<file path="config.mk">
export PLATFORM = sky130hd
export DESIGN_NAME = imem_loader
export DESIGN_NICKNAME = d
export VERILOG_FILES = /design/src/rtl/imem_loader_pkg.sv /design/src/rtl/imem_loader_byte_packer.sv /design/src/rtl/imem_loader.sv
export SDC_FILE = /design/constraint.sdc
export NUM_CORES = 1
export LEC_CHECK = 0
export BUFFER_PORTS_ARGS = -buffer_cell sky130_fd_sc_hd__buf_2
export CAP_MARGIN = 20
export CORE_MARGIN = 2
export CORE_UTILIZATION = 45
export DETAILED_ROUTE_END_ITERATION = 7
export GPL_ROUTABILITY_DRIVEN = 0
export PLACE_DENSITY = 0.69
export SYNTH_ARGS = -nofsm -noshare
export SYNTH_HDL_FRONTEND = slang
export SYNTH_HIERARCHICAL = 1
export SYNTH_SLANG_ARGS = --single-unit
</file>
<file path="constraint.sdc">
create_clock -name clk -period 3.33 [get_ports clk]
set_input_delay 0.333 -clock clk [delete_from_list [all_inputs] [get_ports clk]]
set_output_delay 0.333 -clock clk [all_outputs]
set_load 0.02 [all_outputs]
</file>
<file path="src/rtl/imem_loader_pkg.sv">
// Shared constants for the instruction-memory loader: FSM encoding and memory geometry.
// No logic; no latency; no backpressure.
package imem_loader_pkg;

   localparam logic [2:0] IDLE  = 3'd0;
   localparam logic [2:0] LEN   = 3'd1;
   localparam logic [2:0] DATA  = 3'd2;
   localparam logic [2:0] WRITE = 3'd3;
   localparam logic [2:0] CSUM  = 3'd4;
   localparam logic [2:0] DONE  = 3'd5;
   localparam logic [2:0] ERR   = 3'd6;

   localparam int IMEM_DEPTH_WORDS = 2048;
   localparam int WORD_BYTES       = 4;

endpackage

</file>
<file path="src/rtl/imem_loader_byte_packer.sv">
// Packs four stream bytes into a little-endian 32-bit word; word/word_valid are valid in the 4th-byte cycle.
// Latency: combinational word on the 4th byte. Backpressure: none, the caller gates byte_en with its handshake.
module byte_packer (
   input  logic        clk,
   input  logic        rst,
   input  logic        clear,
   input  logic        byte_en,
   input  logic [7:0]  byte_in,
   output logic [31:0] word,
   output logic        word_valid
);

   logic [1:0]  cnt;
   logic [31:0] shreg;

   // New byte enters at the top so the first byte ends up in bits [7:0].
   assign word       = {byte_in, shreg[31:8]};
   assign word_valid = byte_en && (cnt == 2'd3);

   always_ff @(posedge clk) begin
      if (rst || clear) begin
         cnt   <= 2'd0;
         shreg <= 32'd0;
      end else if (byte_en) begin
         cnt   <= cnt + 2'd1;
         shreg <= word;
      end
   end

endmodule

</file>
<file path="src/rtl/imem_loader.sv">
// Loads a length-prefixed byte stream into instruction memory as 32-bit words, holding the core meanwhile.
// Latency: mem_we one cycle after each 4th data byte. Backpressure: in_ready drops during WRITE/IDLE/DONE/ERR.
// Optional trailing checksum byte enabled by defining IMEM_LOADER_CSUM_EN.
module imem_loader
   import imem_loader_pkg::*;
#(
   parameter int          DEPTH     = IMEM_DEPTH_WORDS,
   parameter logic [31:0] BASE_ADDR = 32'h0000_0000
) (
   input  logic        clk,
   input  logic        rst,
   input  logic        start,
   input  logic        in_valid,
   input  logic [7:0]  in_data,
   output logic        in_ready,
   output logic        mem_we,
   output logic [31:0] mem_addr,
   output logic [31:0] mem_wdata,
   output logic        cpu_hold,
   output logic        done,
   output logic        error,
   output logic [15:0] words_left
);

`ifdef IMEM_LOADER_CSUM_EN
   localparam logic [2:0] AFTER_LAST = CSUM;
   logic [7:0] csum;
`else
   localparam logic [2:0] AFTER_LAST = DONE;
`endif

   logic [2:0]  state;
   logic        start_ok;
   logic        in_hs;
   logic        pack_en;
   logic [31:0] word;
   logic        word_valid;

   assign start_ok = start && (state == IDLE || state == DONE || state == ERR);
   assign in_hs    = in_valid && in_ready;
   assign pack_en  = in_hs && (state == LEN || state == DATA);

   always_comb begin
      in_ready = (state == LEN) || (state == DATA);
`ifdef IMEM_LOADER_CSUM_EN
      in_ready = in_ready || (state == CSUM);
`endif
      mem_we   = (state == WRITE);
      cpu_hold = (state == LEN) || (state == DATA) || (state == WRITE) || (state == CSUM);
      done     = (state == DONE);
      error    = (state == ERR);
   end

   byte_packer u_packer (
      .clk        (clk),
      .rst        (rst),
      .clear      (start_ok),
      .byte_en    (pack_en),
      .byte_in    (in_data),
      .word       (word),
      .word_valid (word_valid)
   );

   always_ff @(posedge clk) begin
      if (rst) begin
         state      <= IDLE;
         mem_addr   <= BASE_ADDR;
         mem_wdata  <= 32'd0;
         words_left <= 16'd0;
`ifdef IMEM_LOADER_CSUM_EN
         csum       <= 8'd0;
`endif
      end else if (start_ok) begin
         state      <= LEN;
         mem_addr   <= BASE_ADDR;
         words_left <= 16'd0;
`ifdef IMEM_LOADER_CSUM_EN
         csum       <= 8'd0;
`endif
      end else begin
         case (state)
            LEN: begin
               // The N check up front is what keeps mem_addr inside the memory.
               if (word_valid) begin
                  if (word == 32'd0) begin
                     state <= AFTER_LAST;
                  end else if (word > 32'(DEPTH)) begin
                     state <= ERR;
                  end else begin
                     state      <= DATA;
                     words_left <= word[15:0];
                  end
               end
            end
            DATA: begin
`ifdef IMEM_LOADER_CSUM_EN
               if (in_hs) csum <= csum + in_data;
`endif
               if (word_valid) begin
                  mem_wdata <= word;
                  state     <= WRITE;
               end
            end
            WRITE: begin
               mem_addr   <= mem_addr + 32'd4;
               words_left <= words_left - 16'd1;
               state      <= (words_left == 16'd1) ? AFTER_LAST : DATA;
            end
`ifdef IMEM_LOADER_CSUM_EN
            CSUM: begin
               if (in_hs) state <= (in_data == csum) ? DONE : ERR;
            end
`endif
            DONE:    state <= IDLE;
            default: state <= state;
         endcase
      end
   end

endmodule

</file>
# Word level (Yosys, flattened, before mapping)

Index checks and enable logic that the tools add are counted.

Register bits after elaboration: 117
Bits of input ports: 12
Word-level logic and storage cells: 57

$add $sub $neg: 3
Magnitude comparators: 1
Equality and inequality tests: 14
Multiplexer cells: 11
Bitwise gates (word level): 1
Reductions and logical operators: 20

Operator list:

| kind                  | number |
|---|---|
| $mux 16               | 3 |
| $add 32x3->32 const B | 1 |
| $gt 32x12->1 const B  | 1 |
| $logic_not 32->1      | 1 |
| $pmux 16 s2           | 1 |
| $eq 16x1->1 const B   | 1 |
| $sub 16x1->16 const B | 1 |
| $mux 3                | 5 |
| $pmux 3 s4            | 1 |
| $eq 3x3->1 const B    | 3 |
| $reduce_and 3->1      | 3 |
| $eq 3x2->1 const B    | 2 |
| $logic_or 1x1->1      | 6 |
| $ne 3x1->1 const B    | 2 |
| $reduce_bool 5->1     | 1 |
| $logic_and 1x1->1     | 4 |
| $ne 2x1->1 const B    | 2 |
| $ne 2x2->1 const B    | 2 |
| $reduce_and 4->1      | 1 |
| $reduce_bool 4->1     | 1 |
| $eq 3x1->1 const B    | 1 |
| $logic_not 3->1       | 1 |
| $add 2x1->2 const B   | 1 |
| $eq 2x2->1 const B    | 1 |
| other kinds (4)       | 4 |

# Logic depth before layout (Yosys ltp)

Gate-level depths: netlist of the first run.

Depth in word-level cells: 8
Depth in mapped cells: 14
Gate-level depth less buffers: 9

# Hierarchy

The synthesis of the first run kept the hierarchy.

By module, submodules not included:

| module      | instances | cells an instance | area an instance (sq um) | seq. area each (sq um) |
|---|---|---|---|---|
| imem_loader | 1         | 478               | 3848.7                   | 1621.6 |
| byte_packer | 1         | 95                | 1039.7                   | 520.5 |

# Worst setup path after synthesis of the first run

OpenSTA, ideal clock, no wires.

Kind: register to register
From: reg state[1]
To: reg mem_wdata[10]
Library setup time: 132 ps
Arrival time: 2677 ps
Required time: 3198 ps
Path slack: 521 ps
Cell stages (with the launch flop): 15
Buffers on the path: 6
Clock period less this slack: 2809 ps
Cell sequence: dfxtp_1 -> buf_4 -> buf_2 -> xnor2_1 -> nor2_1 -> and2_1 -> buf_6 -> buf_6 -> and2_1 -> inv_1 -> or4_1 -> clkbuf_1 -> clkbuf_1 -> nand2_1 -> a21oi_1

Cells in the longest elaborated chain, start to end: 6

RTL lines:

| element                                         | line                          | source |
|---|---|---|
| start, declared                                 | imem_loader.sv:32             | `logic [2:0] state;` |
| start signal, assigned                          | imem_loader.sv:107            | `state <= (words_left == 16'd1) ? AFTER_LAST : DATA;` |
| start signal, assigned                          | imem_loader.sv:115            | `default: state <= state;` |
| $eq 3x1->1 / $eq 3x2->1 (equally long branches) | imem_loader.sv:44             | `in_ready = (state == LEN) \|\| (state == DATA);` |
| $logic_or 1x1->1 (*)                            | imem_loader.sv:44             |  |
| named net in_ready                              | imem_loader.sv:15             | `output logic in_ready,` |
| $logic_and 1x1->1                               | imem_loader.sv:40             | `assign in_hs = in_valid && in_ready;` |
| $logic_and 1x1->1 (*)                           | imem_loader.sv:41             | `assign pack_en = in_hs && (state == LEN \|\| state == DATA);` |
| named net pack_en                               | imem_loader.sv:35             | `logic pack_en;` |
| $logic_and 1x1->1 (*)                           | imem_loader_byte_packer.sv:18 | `assign word_valid = byte_en && (cnt == 2'd3);` |
| named net word_valid                            | imem_loader.sv:37             | `logic word_valid;` |
| $reduce_and 3->1 (no line) (*)                  | --                            |  |
| end signal, assigned                            | imem_loader.sv:100            | `mem_wdata <= word;` |
| end, declared                                   | imem_loader.sv:18             | `output logic [31:0] mem_wdata,` |

Mark *: on every way through the listed nets, which the timed path passes. The rest lies on a longest branch.
A chain may end at the register's enable or synchronous reset.

# Worst setup path in the final report of the first run

From: reg state[1]
To: reg mem_wdata[12]

Cells in the longest elaborated chain, start to end: 6

RTL lines:

| element                                         | line |
|---|---|
| $eq 3x1->1 / $eq 3x2->1 (equally long branches) | imem_loader.sv:41, imem_loader.sv:44 |
| $logic_or 1x1->1 (*)                            | imem_loader.sv:41, imem_loader.sv:44 |
| $logic_and 1x1->1                               | imem_loader.sv:40 |
| $logic_and 1x1->1 (*)                           | imem_loader.sv:41 |
| named net pack_en                               | imem_loader.sv:35 |
| $logic_and 1x1->1 (*)                           | imem_loader_byte_packer.sv:18 |
| named net word_valid                            | imem_loader.sv:37 |
| $reduce_and 3->1 (no line) (*)                  | -- |

Marks and branches as above.

==> flow_metrics.py, run 1 <==
metrics = {
    "status": {
        "status": "finished clean",
    },
    "sta": {
        "hold_viol_final": 0,
        "setup_viol": 0,
        "period_share": 0.857,
        "finalSetupTns_ns": 0,
        "fmax_ghz": 0.351,
        "rsz0062_at_grt": "false",
        "min_period_ns": 2.85,
        "fin_skew_ns": 0.0129,
        "worst_pin_slew_ns": 1.01,
        "max_slew_margin": 0.327,
        "layout_setup_ws_ns": 0.478,
        "drv_slew": 0,
        "hold-worst-slack_ns": 0.198,
    },
    "placed_design": {
        "port_buffers": 94,
        "dp.final_hpwl_mm": 7.95,
        "preCtsSetupSlack_ns": 0.499,
    },
    "floorplan": {
        "core_um2": 10700,
        "die_h_um": 108,
        "rows": 38,
        "dieArea_um2": 11700,
        "io-pin-count": 97,
        "initial_core_util": 0.457,
        "die_w_um": 108,
    },
    "run": {
        "drv_cap": 0,
    },
    "yosys": {
        "synth_most_common_cell": "dfxtp_1",
        "postSynthCellCount": 573,
        "synth-async-reset-ratio": 0,
        "yosysWarningCount": 6,
        "ys_ff_latch": 107,
        "synth_common_cells": "dfxtp_1, nand2_1, nor2_1",
        "synth_top_area_frac": 0.438,
        "ys_types": 58,
        "seq_area_frac_synth": 0.438,
        "synth_area_leaders": "dfxtp_1, nand2_1, mux2i_1, a21oi_1, nor2_1",
        "avgSynthCellArea_um2": 8.53,
        "synthFlopType": "dfxtp_1",
        "syn-cell-area_um2": 4890,
        "synth_largest_area_cell": "dfxtp_1",
        "synth_edf_count": 0,
    },
    "clock_network": {
        "cts_tree": "done",
        "ctsResizeCount": 0,
        "ctsHoldBuffers": 0,
        "root_buffer": "clkbuf_8",
        "cts_buffers": 9,
        "clkSlewWorstSetupHoldPaths_ns": 0.11,
        "cts_max_level": 3,
        "postCtsSetupBuffers": 0,
        "clock_latency_ns": 0.38,
        "clkSinkCount": 107,
        "cts_buffer_depth": 2,
    },
    "detailed_routing": {
        "dr.pass1.iters": 4,
        "ant_nets": 0,
        "wl_per_cell_um": 14.4,
        "drt_iter0_drc": 322,
        "avgViaCountPerCell": 5.30,
        "via_count": 4158,
        "drc": 0,
        "routed_wl_mm": 11.3,
    },
    "hold_path": {
        "whs_path_depth": 3,
        "hold_path.class": "in -> reg",
    },
    "global_routing": {
        "groute.usage.overall": 0.201,
        "grt_overflow_total": 0,
        "grt_pass1_wl_mm": 18.9,
        "grt_pass1_vias": 3882,
        "antenna_found_initial": 0,
        "grt_max_degree": 37,
    },
    "worst_setup_path": {
        "worstPathCellList": "xnor2_1 > nor2_1 > and2_1 > and2_1 > inv_1 > or4_1 > nand2_1 > a21oi_1",
        "slowest_stage": "or4_1",
        "critPathArrivalTime_ns": 3.10,
        "cp.required_ns": 3.58,
        "cp_max_fo": 32,
        "reg2regPathDepth": 8,
        "end_kind": "flop",
        "cp_common_cell": "and2_1",
        "path_class": "reg -> reg",
        "critPathMaxStageDelay_ns": 0.88,
        "cp-start-kind": "flop",
    },
    "pwr": {
        "leakage_nw": 2.14,
        "p_per_area_nw_per_um2": 386,
        "vdd_drop_max_uv": 174,
    },
    "cells_and_area": {
        "multiInputGateArea_um2": 2440,
        "final_nets": 656,
        "fillers": 1009,
        "drive_above_1_share": 0.200,
        "area_delta_synth_final_pct": 12.4,
        "seqCellArea_um2": 2140,
        "n_antenna_cell": 0,
    },
}
## power by group
group / switching (W) / internal, W / total [W]
clock: 0.000461 / 0.000282 / 0.000743
combinational: 0.0000608 / 0.0000289 / 0.0000898
sequential: 0.00000458 / 0.00128 / 0.00129
## area by class of cell
cell class | instances | share of cell area
Inverter | 13 | 0.00888
Tap cell | 140 | 0.0319
Multi-Input combinational cell | 409 | 0.443
Clock buffer | 9 | 0.0225
Timing Repair Buffer | 100 | 0.0938
Clock inverter | 6 | 0.00979
Sequential cell | 107 | 0.390
## worst max-delay path: cells and delay by family (launching register included)
family / cells / cell delay (ns)
simple gates: 5 / 1.68
xor+xnor: 1 / 0.12
flops: 1 / 0.70
buf+inv: 1 / 0.13
compound gates: 1 / 0.08
## flip-flops by register name, summed over array words and instances (netlist names)
signal / cells
mem_addr: 30
mem_wdata: 32
state: 3
u_packer/cnt: 2
u_packer/shreg: 24
words_left: 16
## cell usage in the layout (no fill, tap or decap), types with 3 or more instances in the layout
cell type	n
dfxtp_1	107
buf_2	94
nand2_1	87
nor2_1	66
a21oi_1	50
mux2i_1	26
xnor2_1	25
nor3_1	18
nor4_1	13
inv_1	12
nand3_1	11
o21ai_0	10
a32o_1	10
clkbuf_8	9
nand4_1	7
or3_1	7
xor2_1	6
or4_1	6
buf_4	6
nand2b_1	5
and4_1	4
and3_1	4
a22o_1	4
ha_1	4
and2_1	3
a21o_1	3
inv_6	3
## metrics by stage
step	utilization	area [um2]	total power, W	std cells
floorplan	-	4890	0.00140	574
global placement	0.497	5320	0.00141	769
detailed placement	0.497	5320	0.00141	769
CTS	0.514	5500	0.00216	784
global route	0.514	5500	0.00222	784
finish	0.514	5500	0.00212	784
## final timing paths
path / slack [ns] / to / startpoint
max: 0.48 / mem_wdata[12] / state[1]
min reg2reg: 0.46 / mem_wdata[0] / mem_wdata[0]
min: 0.20 / mem_wdata[26] / in_data[2]
max reg2reg: 0.48 / mem_wdata[12] / state[1]
## kinds of logic (layout without fill, tap and decap cells)
kind of cell             count (synthesis)  after routing  share of synthesized area
AND/OR/NAND/NOR                        250            250                      0.251
flip-flops                             107            107                      0.438
AO/OA/AOI/OAI                           96             96                      0.125
buffers and inverters                   58            128                     0.0663
XOR/XNOR                                31             31                     0.0555
multiplexers                            26             26                     0.0532
adder cells (fa/ha/maj)                  4              4                     0.0102
other                                    1              2                   0.000767
## routing by layer
metal	track usage	routed length, um	up-vias
met2	0.322	5320	91
met3	0.0428	489	7
met1	0.270	5350	1948
met5	0	0	-
met4	0.0678	103	0
li1	-	-	2112
(Power assumes the default switching activity.)
==> run 2, diff against run 1 <==
--- a/config.mk
+++ b/config.mk
@@ -5,13 +5,13 @@
 export SDC_FILE = /design/constraint.sdc
 export NUM_CORES = 1
 export LEC_CHECK = 0
-export BUFFER_PORTS_ARGS = -buffer_cell sky130_fd_sc_hd__buf_2
 export CAP_MARGIN = 20
 export CORE_MARGIN = 2
 export CORE_UTILIZATION = 45
 export DETAILED_ROUTE_END_ITERATION = 7
+export DONT_BUFFER_PORTS = 1
 export GPL_ROUTABILITY_DRIVEN = 0
-export PLACE_DENSITY = 0.69
+export PLACE_DENSITY = 0.62
 export SYNTH_ARGS = -nofsm -noshare
 export SYNTH_HDL_FRONTEND = slang
 export SYNTH_HIERARCHICAL = 1
==> flow_metrics.py, run 2 (synthesis results as in run 1) <==
metrics = {
    "sta": {
        "fmax_ghz": 0.377,
        "layout_setup_ws_ns": 0.678,
        "worst_pin_slew_ns": 1.04,
        "min_period_ns": 2.65,
        "hold_viol_final": 0,
        "rsz0062_at_grt": "false",
        "finalSetupTns_ns": 0,
        "drv_slew": 0,
        "period_share": 0.797,
        "setup_viol": 0,
        "max_slew_margin": 0.307,
        "fin_skew_ns": 0.0111,
    },
    "worst_setup_path": {
        "critPathArrivalTime_ns": 2.89,
        "path_buf_inv": 2,
        "r2r_start": "state[0]",
        "rr_endpoint": "mem_wdata[26]",
        "cp_max_fo": 32,
        "cp-start-kind": "flop",
        "critPathMaxStageDelay_ns": 0.89,
        "ff2ff_setup_slack_ns": 0.68,
        "path_delay_family": "simple AND/OR/NAND/NOR gates",
        "path_class": "reg -> reg",
        "reg2regPathDepth": 9,
        "worstPathCellList": "buf_4 > xnor2_1 > nor2_1 > and2_1 > and2_1 > inv_1 > or4_1 > nand2_1 > a21oi_1",
        "cp_common_cell": "and2_1",
        "end_kind": "flop",
        "slowest_stage": "or4_1",
        "cp.required_ns": 3.57,
    },
    "clock_network": {
        "clkSlewWorstSetupHoldPaths_ns": 0.11,
        "root_buffer": "clkbuf_8",
        "cts_max_level": 3,
        "postCtsSetupBuffers": 0,
        "clkSinkCount": 107,
        "clock_latency_ns": 0.37,
        "cts_buffers": 9,
        "cts_buffer_depth": 2,
        "cts_tree": "done",
    },
    "detailed_routing": {
        "routed_wl_mm": 11.5,
        "via_count": 3918,
        "drt_iter0_drc": 291,
        "dr_wl_met2_mm": 5.64,
        "wl_met3_um": 657,
        "drc": 0,
        "wl_met1_mm": 5.01,
        "dr.pass1.iters": 4,
        "wl_per_cell_um": 16.5,
        "ant_nets": 0,
        "avgViaCountPerCell": 5.63,
        "highest_layer": "met4",
    },
    "cells_and_area": {
        "regMostFlops": "mem_wdata",
        "final_nets": 566,
        "area_delta_synth_final_pct": 3.89,
        "most-common-layout-cells": "dfxtp_1, nand2_1, nor2_1",
        "reg.largest.list": "mem_wdata x32, mem_addr x30, u_packer/shreg x24",
        "drive_above_1_share": 0.0685,
        "fillers": 1055,
        "final_util": 0.475,
        "layout_commonest_cell": "dfxtp_1",
        "largest_reg_flops": 32,
    },
    "hold_path": {
        "hold_path.class": "in -> reg",
        "whs_path_depth": 1,
        "hold_end": "mem_wdata[10]",
        "hp-start": "rst",
    },
    "floorplan": {
        "dieArea_um2": 11700,
        "initial_core_util": 0.457,
        "io-pin-count": 97,
        "rows": 38,
        "die_h_um": 108,
        "die_w_um": 108,
        "core_um2": 10700,
    },
    "global_routing": {
        "groute.usage.overall": 0.198,
        "grt_overflow_total": 0,
        "grt_pass1_vias": 3650,
        "antenna_found_initial": 1,
        "grt_pass1_wl_mm": 18.5,
        "grt_max_degree": 33,
    },
    "pwr": {
        "vdd_drop_max_uv": 177,
        "p_per_area_nw_per_um2": 423,
        "power.total_w": 0.00215,
        "leakage_nw": 1.66,
    },
    "run": {
        "drv_cap": 0,
    },
    "placed_design": {
        "dp.final_hpwl_mm": 7.90,
        "preCtsSetupSlack_ns": 0.748,
        "port_buffers": 0,
    },
    "status": {
        "status": "finished clean",
    },
}
## run 2: through the flow
| stage | hold slack (ns) | instance area (um2) | cells |
|---|---|---|---|
| 2_1_floorplan | 0.451 | 4890 | 574 |
| 3_3_place_gp | 0.405 | 4860 | 677 |
| 3_5_place_dp | 0.407 | 4860 | 677 |
| 4_1_cts | 0.00241 | 5070 | 694 |
| 5_1_grt | 0.00221 | 5080 | 696 |
| 6_report | 0.0254 | 5080 | 696 |
## run 2: power by group
part / switching (W) / internal [W] / total (W)
combinational: 0.0000531 / 0.0000258 / 0.0000789
clock: 0.000473 / 0.000309 / 0.000782
sequential: 0.00000448 / 0.00128 / 0.00129
## run 2: repair_timing
item,in CTS,in global routing
hold buffers,1,1
hold endpoints to repair,18,1
resized for setup,0,0
## run 2: layer usage
| layer | track usage | vias to the layer above |
|---|---|---|
| li1 | - | 1934 |
| met1 | 0.254 | 1875 |
| met2 | 0.322 | 96 |
| met3 | 0.0416 | 13 |
| met4 | 0.0824 | 0 |
| met5 | 0 | - |
## run 2: worst max-delay path by stage
stage	startpoint	to	slack, ns	cells past startpoint
2_1_floorplan	state[1]	mem_wdata[10]	0.52	14
3_3_place_gp	state[2]	mem_addr[31]	0.83	7
3_5_place_dp	state[0]	mem_wdata[28]	0.75	9
4_1_cts	state[0]	mem_wdata[28]	0.69	9
5_1_grt	state[0]	mem_wdata[18]	0.41	9
6_report	state[0]	mem_wdata[26]	0.68	9
## run 2: final cells by class
type,count,area [um2],area share
Antenna cell,1,2.50,0.000493
Clock buffer,10,138,0.0271
Clock inverter,6,56.3,0.0111
Inverter,13,48.8,0.00961
Multi-Input combinational cell,409,2440,0.480
Sequential cell,107,2140,0.422
Tap cell,140,175,0.0345
Timing Repair Buffer,10,80.1,0.0158
## run 2: worst reg2reg max path, stage by stage, from the launching register on
cell	delay, ns
dfxtp_1	0.31
buf_4	0.19
xnor2_1	0.14
nor2_1	0.14
and2_1	0.17
and2_1	0.25
inv_1	0.12
or4_1	0.89
nand2_1	0.23
a21oi_1	0.08
==> run 3, diff against run 2 <==
--- a/config.mk
+++ b/config.mk
@@ -5,6 +5,7 @@
 export SDC_FILE = /design/constraint.sdc
 export NUM_CORES = 1
 export LEC_CHECK = 0
+export ABC_AREA = 1
 export CAP_MARGIN = 20
 export CORE_MARGIN = 2
 export CORE_UTILIZATION = 45
==> constraint.sdc (replaced) <==
create_clock -name clk -period 2.6 [get_ports clk]
set_input_delay 0.26 -clock clk [delete_from_list [all_inputs] [get_ports clk]]
set_output_delay 0.26 -clock clk [all_outputs]
set_load 0.02 [all_outputs]
==> flow_metrics.py, run 3 <==
metrics = {
    "status": {
        "status": "finished clean",
    },
    "sta": {
        "fmax_ghz": 0.469,
        "max_slew_margin": 0.531,
        "rsz0062_at_grt": "false",
        "fin_skew_ns": 0.00349,
        "worst_pin_slew_ns": 0.703,
        "period_share": 0.821,
        "min_period_ns": 2.13,
        "hold_viol_final": 0,
        "drv_slew": 0,
        "finalSetupTns_ns": 0,
        "setup_viol": 0,
    },
    "detailed_routing": {
        "dr.pass1.iters": 5,
        "routed_wl_mm": 13.7,
        "ant_nets": 0,
        "avgViaCountPerCell": 5.13,
        "drt_iter0_drc": 294,
        "via_count": 5033,
        "wl_per_cell_um": 14.0,
        "drc": 0,
    },
    "yosys": {
        "synthFlopType": "dfxtp_1",
        "synth_most_common_cell": "nand2_1",
        "synth_largest_area_cell": "dfxtp_1",
        "ys_ff_latch": 107,
        "synth-async-reset-ratio": 0,
        "synth_area_leaders": "dfxtp_1, nand2_1, nor2_1, inv_1, o21ai_0",
        "avgSynthCellArea_um2": 6.51,
        "synth_edf_count": 0,
        "synth_top_area_frac": 0.388,
        "seq_area_frac_synth": 0.388,
        "postSynthCellCount": 848,
        "synth_common_cells": "nand2_1, nor2_1, dfxtp_1",
        "yosysWarningCount": 6,
        "syn-cell-area_um2": 5520,
        "ys_types": 40,
    },
    "clock_network": {
        "postCtsSetupBuffers": 0,
        "cts_tree": "done",
        "clkSinkCount": 107,
        "ctsHoldBuffers": 0,
        "clock_latency_ns": 0.35,
        "cts_max_level": 3,
        "clkSlewWorstSetupHoldPaths_ns": 0.07,
        "cts_buffer_depth": 2,
        "ctsResizeCount": 0,
        "root_buffer": "clkbuf_16",
        "cts_buffers": 9,
    },
    "global_routing": {
        "antenna_found_initial": 0,
        "groute.usage.overall": 0.218,
        "grt_max_degree": 53,
        "grt_pass1_wl_mm": 23.0,
        "grt_overflow_total": 0,
        "grt_pass1_vias": 4763,
    },
    "hold_path": {
        "hold_end": "mem_wdata[26]",
        "whs_path_depth": 2,
        "hp-start": "in_data[2]",
        "hold_path.class": "in -> reg",
    },
    "cells_and_area": {
        "most-common-layout-cells": "nand2_1, nor2_1, dfxtp_1",
        "fin_cells": 981,
        "reg.largest.list": "mem_wdata x32, mem_addr x30, u_packer/shreg x24",
        "layout_commonest_cell": "nand2_1",
        "drive_above_1_share": 0.0647,
        "regMostFlops": "mem_wdata",
        "final_nets": 845,
        "n_antenna_cell": 0,
        "area_delta_synth_final_pct": 5.80,
        "fillers": 1246,
        "largest_reg_flops": 32,
    },
    "placed_design": {
        "dp_cells": 965,
        "dp.final_hpwl_mm": 9.95,
        "port_buffers": 0,
    },
    "pwr": {
        "leakage_nw": 2.45,
        "vdd_drop_max_uv": 325,
        "p_per_area_nw_per_um2": 774,
    },
    "worst_setup_path": {
        "reg2regPathDepth": 13,
        "ff2ff_setup_slack_ns": 0.47,
        "cp-start-kind": "flop",
        "critPathArrivalTime_ns": 2.42,
        "cp_max_fo": 44,
        "rr_endpoint": "mem_wdata[22]",
        "cp.required_ns": 2.89,
        "path_class": "reg -> reg",
        "r2r_start": "state[1]",
        "end_kind": "flop",
    },
    "floorplan": {
        "core_um2": 12000,
        "initial_core_util": 0.459,
        "dieArea_um2": 13200,
        "io-pin-count": 97,
        "die_h_um": 115,
        "die_w_um": 115,
        "rows": 40,
    },
    "run": {
        "drv_cap": 0,
    },
}
-- run 3: metal layers --
metal,share of wire,vias to the layer above,GRT usage,wire length (um)
met5,0,-,0,0
met4,0.019,0,0.0892,267
met3,0.067,19,0.0606,919
met2,0.46,144,0.350,6350
met1,0.45,2282,0.279,6200
li1,-,2588,-,-
-- run 3: worst max-delay path by stage --
stage | startpoint | endpoint | slack, ns | cells past startpoint
2_1_floorplan | state[1] | words_left[10] | 0.26 | 16
3_3_place_gp | state[1] | mem_wdata[7] | 0.62 | 13
3_5_place_dp | state[1] | mem_wdata[22] | 0.46 | 13
4_1_cts | state[1] | mem_wdata[22] | 0.44 | 13
5_1_grt | state[0] | mem_wdata[29] | 0.1 | 13
6_report | state[1] | mem_wdata[22] | 0.47 | 13
-- run 3: layout make-up --
| cell class | count | area [um2] | area share |
|---|---|---|---|
| multi-input combinational | 603 | 2770 | 0.474 |
| sequential | 107 | 2140 | 0.367 |
| inverter | 101 | 379 | 0.0649 |
| clock buffer | 11 | 253 | 0.0433 |
| tap | 147 | 184 | 0.0315 |
| clock inverter | 5 | 60.1 | 0.0103 |
| timing repair buffer | 7 | 52.6 | 0.00900 |
-- run 3: logic make-up (layout without fill, tap and decap cells) --
logic type | count (synthesis) | in the layout | share of synthesized area
AND/OR/NAND/NOR | 483 | 483 | 0.378
adder cells (fa/ha/maj) | 4 | 4 | 0.00907
other | 1 | 2 | 0.000679
AO/OA/AOI/OAI | 107 | 107 | 0.101
buffers and inverters | 139 | 124 | 0.112
XOR/XNOR | 7 | 7 | 0.0111
flip-flops | 107 | 107 | 0.388
-- run 3: through the flow --
stage                     setup WS, ns  total power (W)  hold slack [ns]  cell area, um2  utilization
after floorplan                  0.262          0.00291            0.423            5520            -
after global placement           0.618          0.00310            0.413            5530        0.460
after detailed placement         0.459          0.00314            0.422            5530        0.460
after CTS                        0.444          0.00457           0.0433            5840        0.486
after global routing            0.0981          0.00484           0.0528            5840        0.486
final                            0.466          0.00452           0.0520            5840        0.486
-- run 3: report_power, final --
group / total [W] / switching, W / internal [W]
Combinational: 0.00119 / 0.000813 / 0.000377
Clock: 0.00143 / 0.000628 / 0.000803
Sequential: 0.00190 / 0.000153 / 0.00175
-- run 3: worst max-delay path: stages (launching register included) --
cell	delay, ns
dfxtp_1	0.42
inv_2	0.09
nor2_2	0.15
nand2_1	0.16
nand2_1	0.14
inv_1	0.09
nor2_4	0.09
nand2_1	0.05
inv_1	0.06
inv_1	0.08
nor2_4	0.11
buf_4	0.35
o21ai_0	0.15
nor2_1	0.12
